$ cat config.mk
export PLATFORM = sky130hd
export DESIGN_NAME = regfile_param
export DESIGN_NICKNAME = d
export VERILOG_FILES = /design/src/rtl/regfile_param.sv
export SDC_FILE = /design/constraint.sdc
export NUM_CORES = 2
export LEC_CHECK = 0
export ABC_CLOCK_PERIOD_IN_PS = 4400
export BUFFER_PORTS_ARGS = -buffer_cell sky130_fd_sc_hd__buf_2
export CAP_MARGIN = 20
export CORE_MARGIN = 10
export CORE_UTILIZATION = 41
export CTS_CLUSTER_SIZE = 24
export DETAILED_ROUTE_END_ITERATION = 10
export SYNTH_ARGS = -nofsm -noshare
export SYNTH_HDL_FRONTEND = slang
export SYNTH_SLANG_ARGS = --single-unit
export TNS_END_PERCENT = 20
$ cat constraint.sdc
create_clock -name Clk -period 4.4 [get_ports Clk]
set_input_delay 0.44 -clock Clk [delete_from_list [all_inputs] [get_ports Clk]]
set_output_delay 0.44 -clock Clk [all_outputs]
set_load 0.05 [all_outputs]
$ cat src/rtl/regfile_param.sv
// rtl/regfile_param.sv - parametrised MIPS register file with link port and load scoreboard
//
// Purpose:
//   NUM_REGS x DATA_WIDTH general-purpose register file with two
//   combinational read ports, one data write port, a dedicated link write
//   port for jal, and a per-register busy bit for outstanding loads.
//   Register 0 is hardwired to zero and is never busy.
//
// Optional feature macro:
//   REGFILE_BYPASS_EN - when defined, writes in the current cycle are
//   forwarded to the read ports (link value over data value), and busy
//   bits being retired this cycle read as 0 unless re-set by SetBusy.
//
// Ports:
//   Clk                 rising-edge clock for all state
//   Reset               synchronous active-high clear of registers and busy bits
//   ReadReg1/ReadReg2   read addresses
//   DataRead1/DataRead2 read data
//   Busy1/Busy2         busy bit of ReadReg1/ReadReg2
//   WriteReg/WriteData/RegWrite  data write port
//   PcOut/Jal           link write port (LINK_REG <= PcOut + LINK_OFFSET)
//   SetBusy/BusyReg     mark BusyReg as awaiting a load result

module regfile_param #(
    parameter int DATA_WIDTH  = 32,
    parameter int ADDR_WIDTH  = 5,
    parameter int LINK_REG    = 31,
    parameter int LINK_OFFSET = 1
) (
    input  logic                  Clk,
    input  logic                  Reset,
    input  logic [ADDR_WIDTH-1:0] ReadReg1,
    input  logic [ADDR_WIDTH-1:0] ReadReg2,
    input  logic [ADDR_WIDTH-1:0] WriteReg,
    input  logic [DATA_WIDTH-1:0] WriteData,
    input  logic                  RegWrite,
    input  logic [DATA_WIDTH-1:0] PcOut,
    input  logic                  Jal,
    input  logic                  SetBusy,
    input  logic [ADDR_WIDTH-1:0] BusyReg,
    output logic [DATA_WIDTH-1:0] DataRead1,
    output logic [DATA_WIDTH-1:0] DataRead2,
    output logic                  Busy1,
    output logic                  Busy2
);

    localparam int NUM_REGS = 2 ** ADDR_WIDTH;
    localparam logic [ADDR_WIDTH-1:0] LinkAddr = ADDR_WIDTH'(LINK_REG);

    logic [DATA_WIDTH-1:0] regs [NUM_REGS];
    logic [NUM_REGS-1:0]   busy;
    logic [NUM_REGS-1:0]   busyNext;
    logic [NUM_REGS-1:0]   clearMask;
    logic [NUM_REGS-1:0]   setMask;
    logic [DATA_WIDTH-1:0] linkValue;
    logic                  dataWriteEn;

    // Return address wraps modulo 2**DATA_WIDTH by construction.
    assign linkValue = PcOut + DATA_WIDTH'(LINK_OFFSET);

    // The link write owns LINK_REG when both ports target it.
    assign dataWriteEn = RegWrite && (WriteReg != '0) && !(Jal && (WriteReg == LinkAddr));

    always_comb begin
        clearMask = '0;
        setMask   = '0;
        if (RegWrite && (WriteReg != '0)) begin
            clearMask = clearMask | (NUM_REGS'(1) << WriteReg);
        end
        if (Jal) begin
            clearMask = clearMask | (NUM_REGS'(1) << LinkAddr);
        end
        if (SetBusy && (BusyReg != '0)) begin
            setMask = NUM_REGS'(1) << BusyReg;
        end
        // Set is applied after clear: a new load outranks retiring the old one.
        busyNext = ((busy & ~clearMask) | setMask) & ~NUM_REGS'(1);
    end

    always_ff @(posedge Clk) begin
        if (Reset) begin
            regs <= '{default: '0};
            busy <= '0;
        end else begin
            if (dataWriteEn) begin
                regs[WriteReg] <= WriteData;
            end
            if (Jal) begin
                regs[LinkAddr] <= linkValue;
            end
            busy <= busyNext;
        end
    end

`ifdef REGFILE_BYPASS_EN
    logic [NUM_REGS-1:0] retireOnly;

    // Registers being cleared this cycle without being re-marked busy.
    assign retireOnly = clearMask & ~setMask;

    always_comb begin
        DataRead1 = regs[ReadReg1];
        if (Jal && (ReadReg1 == LinkAddr)) begin
            DataRead1 = linkValue;
        end else if (RegWrite && (WriteReg == ReadReg1)) begin
            DataRead1 = WriteData;
        end
        if (ReadReg1 == '0) begin
            DataRead1 = '0;
        end
    end

    always_comb begin
        DataRead2 = regs[ReadReg2];
        if (Jal && (ReadReg2 == LinkAddr)) begin
            DataRead2 = linkValue;
        end else if (RegWrite && (WriteReg == ReadReg2)) begin
            DataRead2 = WriteData;
        end
        if (ReadReg2 == '0) begin
            DataRead2 = '0;
        end
    end

    assign Busy1 = busy[ReadReg1] && !retireOnly[ReadReg1] && (ReadReg1 != '0);
    assign Busy2 = busy[ReadReg2] && !retireOnly[ReadReg2] && (ReadReg2 != '0);
`else
    assign DataRead1 = (ReadReg1 == '0) ? '0 : regs[ReadReg1];
    assign DataRead2 = (ReadReg2 == '0) ? '0 : regs[ReadReg2];
    assign Busy1     = busy[ReadReg1] && (ReadReg1 != '0);
    assign Busy2     = busy[ReadReg2] && (ReadReg2 != '0);
`endif

endmodule

======== Yosys cells after proc, flatten, opt, wreduce, memory -nomap -nowiden ========
Cells that the tools add are included.
operators by class
  shift operators ......................... 2
  bitwise logic cells ..................... 6
  equality and inequality tests ........... 1
  $add $sub $neg .......................... 1
  reduce and logical (&&, ||, !) cells .... 15
  magnitude comparators ................... 6
  multiplexer cells ....................... 20
operators by type and width
  kind                     number
  $bwmux W1024             1
  $mux W32                 12
  $bmux W32 S5             2
  $demux W32 S5            1
  $shl A1 B5 Y32 const A   2
  $add A32 B1 Y32 const B  1
  $and A32 B32 Y32         1
  $not A32 Y32             1
  $or A32 B32 Y32          1
  $reduce_bool A5 Y1       4
  $ge A6 B6 Y1 const B     3
  $not A5 Y6               3
  $lt A5 B6 Y1 const B     2
  $bmux W1 S5              2
  $logic_not A5 Y1         2
  $logic_and A1 B1 Y1      7
  $lt A6 B1 Y1 const B     1
  $eq A5 B5 Y1 const B     1
  $mux W1                  2
  $reduce_bool A2 Y1       1
  $logic_not A1 Y1         1
storage, ports and cells
  logic and storage cells ................. 85
  input port bits ......................... 89
  output and inout port bits .............. 66
  register bits after elaboration ......... 1056

======== Logic depth before layout (Yosys ltp) ========
  word-level depth ........................ 8
  depth in mapped cells ................... 9
  depth with buffers taken out ............ 6

======== Worst setup path before layout ========
No wires, ideal clock.
  path kind ............................... input -> output
  from .................................... in ReadReg2[2]
  to ...................................... out Busy2
  arrival time ............................ 2.471 ns
  cell stages on the path ................. 7
  slack ................................... 1.489 ns
  data required time ...................... 3.960 ns
  cells stage by stage .................... buf_2 -> buf_2 -> buf_2 -> nor2_1 -> clkbuf_1 -> a22oi_1 -> a31oi_1
on the way
  cells in the longest elaborated chain, start to end .. 3
  elaborated cells between the ends (all ways) .. 4
ends and longest elaborated chain
  what                           RTL line  text
  start: declaration             33        input logic [ADDR_WIDTH-1:0] ReadReg2,
  $bmux W1 S5                    131       assign Busy2 = busy[ReadReg2] && (ReadReg2 != '0);
  $mux W1 (implied by the code)  131
  $logic_and A1 B1 Y1 (*)        131
  end: declaration               44        output logic Busy2
Mark *: on every way between the ends. The rest lies on a longest branch, timed or not. The select of a mux whose other input is x is not followed.

======== Final worst setup path ========
  from .................................... in ReadReg1[1]
  to ...................................... out Busy1
on the way
  cells in the longest elaborated chain, start to end .. 3
  elaborated cells between the ends (all ways) .. 4
ends and longest elaborated chain
  what                           RTL line  text
  start: declaration             32        input logic [ADDR_WIDTH-1:0] ReadReg1,
  $bmux W1 S5                    130       assign Busy1 = busy[ReadReg1] && (ReadReg1 != '0);
  $mux W1 (implied by the code)  130
  $logic_and A1 B1 Y1 (*)        130
  end: declaration               43        output logic Busy1,
Marks and branches as above.

==> results.toml <==
[yosys]
synthXorXnorAreaFrac_pct = 0.423
yosys.area_share.adder_pct = 0.0232
netlist_instances = 6024
async_flop_share_pct = 0
yosysMostFrequentCell = "nand2_1"
muxShareOfSynthArea_pct = 23.9
synth.ff_latch_count = 1055
synth_edf_count = 0
yosys.area.top_type = "dfxtp_1"
synth_compound_area_share_pct = 14.6
synth_area_leaders = "dfxtp_1 (39%), mux4_2 (21%), nand2_1 (14%)"
synth_flop_cell = "dfxtp_1"
synth_top_family_by_area = "multiplexers"
yosysSeqAreaShare_pct = 39.2
yosysWarningCount = 0
syn_area_um2 = 53800
synth_commonest_cells = "nand2_1 (2007), dfxtp_1 (1055), a21oi_1 (998)"
yosys.area_share.simple_pct = 16.9
syn_nets = 6114
synth_top_area_share_pct = 39.2
syn_area_per_cell_um2 = 8.93
synthDistinctLibCells = 54

[place]
port-buffer-count = 154
pre_cts_slack_ns = 0.622
globalplace.congestion = 0.949
dp_hpwl_um = 142000
placed_cell_area_um2 = 56400

[clocking]
cts_tree = "built"
htree_levels = 3
path_clk_slew_ns = 0.06
cts_buffers = 114
clkSinkCount = 1055
ctsResizeCount = 0
cts_buffer_depth = 3
clock_latency_ns = 0.73
cts-root-buf = "clkbuf_16"

[hold_path]
hold_depth = 3
hp-start = "PcOut[27]"
hp-class = "primary input to register"

[finish]
final_area_um2 = 60100
nets = 5962
multi_input_area_um2 = 30400
drive_gt1_share_pct = 19.0
area_growth_pct = 11.8
regArea_um2 = 21100
fillers = 12300

[global_routing]
grt_pass1_vias = 46700
antenna_found_initial = 36
grt_overflow = 0
use_met3_pct = 10.5
busiest_layer = "met2"
grt_pass1_wl_um = 328000
grt_max_degree = 129
met2_usage_pct = 43.5
grtUsageMet1_pct = 38.7
grt_usage_pct = 30.0

[worst_setup_path]
ff2ff_path_depth = 3
cpMaxStageDelayCell = "a22oi_1"
r2r-start = "regs[31]"
worstSetupEndpointType = "primary output"
crit_buf_inv = 4
worstPathArrival_ns = 3.60
cpLargestDelayFamily = "compound AO/OA/AOI/OAI gates"
critPathLaunch = "ReadReg1[1]"
crit_fanout = 72
start_kind = "primary input"
required_ns = 3.96
path_class = "primary input to primary output"
path_cells = "clkbuf_8 -> buf_12 -> mux4_2 -> inv_1 -> a21oi_1 -> o21ai_0 -> a22oi_1 -> buf_2"
path_depth = 8
cp_slowest_stage_delay_ns = 1.19

[sta]
rsz0062_at_grt = "no"
max_slew.worst_pin.slew_ns = 1.50
maxSlewViolCount = 0
setup_viol = 0
fmax_mhz = 248
max_slew_margin_pct = 0.0341
setup_slack_ns = 0.363
setup_tns_ns = 0
post-route-period-util_pct = 91.8
hold_viol = 0
fin_skew_ns = 0
period_minus_slack_ns = 4.04

[pwr]
total_power_mw = 21.7
ir_drop_mv = 0.354
p_leak_nw = 19.6
power_density_nw_per_um2 = 361

[floorplanning]
num_rows = 132
die_area_um2 = 146000
die_height_um = 382
chipWidth_um = 382
core_area_um2 = 130000
io_pins = 155
initial_utilization_pct = 41.4

[route]
ant_nets = 0
vias = 49800
avgViaCountPerCell = 6.46
drt_pass1_iterations = 6
drc_errors = 0
wirelength_um = 229000
routedWlPerCell_um = 29.7
drt_iter0_markers = 7548

[run]
cap_viol_max_count = 0

[status]
outcome = "complete, no violations"
-- stage by stage --
stage,util [%],hold slack [ns],cells
6_report,46.3,0.0518,7717
5_1_grt,46.2,0.0425,7698
4_1_cts,46.2,0.0233,7697
3_5_place_dp,43.4,0.458,7496
3_3_place_gp,43.4,0.451,7496
2_1_floorplan,-,0.443,6024
-- path summary, 6_finish.rpt --
| path | slack (ns) | endpoint |
|---|---|---|
| worst min register to register | 0.47 | regs[955] |
| worst max register to register | 3.32 | regs[31] |
| worst max-delay path | 0.36 | Busy1 |
| worst min-delay path | 0.05 | regs[27] |
-- placed cells by master, fill, tap and decap left out, types with 82 or more instances in the layout --
cell type and instances:
a211oi_1 105, a21oi_1 998, a22oi_1 98, buf_2 146, buf_4 155, clkbuf_16 117, dfxtp_1 1055, mux2i_1 132
mux4_2 495, nand2_1 1977, nor2b_1 82
-- layout make-up --
| type | instances | area share (%) |
|---|---|---|
| sequential | 1055 | 35.1 |
| tap | 1742 | 3.62 |
| clock buffer | 168 | 5.62 |
| antenna | 19 | 0.0790 |
| multi-input combinational | 4351 | 50.5 |
| inverter | 7 | 0.0437 |
| clock inverter | 32 | 0.580 |
| timing repair buffer | 343 | 4.44 |
-- state kept, by name, indices dropped and copies added, names as in the netlist --
register and flops:
regs 1024, busy 31
-- per-layer routing --
metal  vias up  part of all wire (%)
met2      3605                    42
met4        30                   6.3
li1      20900                     -
met3       853                    14
met1     24400                    37
met5         -                 0.081
-- worst register-to-register path, cell delays in order, from the launching register on --
cell      delay (ns)
dfxtp_1         0.43
nor2b_1         0.16
a211oi_1        0.07
a311oi_1        0.33
-- repair_timing --
action	in CTS	in global routing
hold endpoints to repair	1	0
setup buffers	0	0
hold buffers	1	0
setup endpoints to repair	0	0
-- where the power goes --
group          switching [mW]  internal, mW  total [mW]
Combinational            1.58         0.634        2.21
Sequential             0.0838          9.64        9.72
Clock                    4.12          5.67        9.79
-- logic make-up after synthesis --
| logic type | after synthesis |
|---|---|
| flops | 1055 |
| fa+ha+maj | 1 |
| buf+inv | 618 |
| simple gates | 2278 |
| xor+xnor | 26 |
| compound gates | 1384 |
| mux | 662 |
Note: power is estimated with default switching activity, not from simulation.
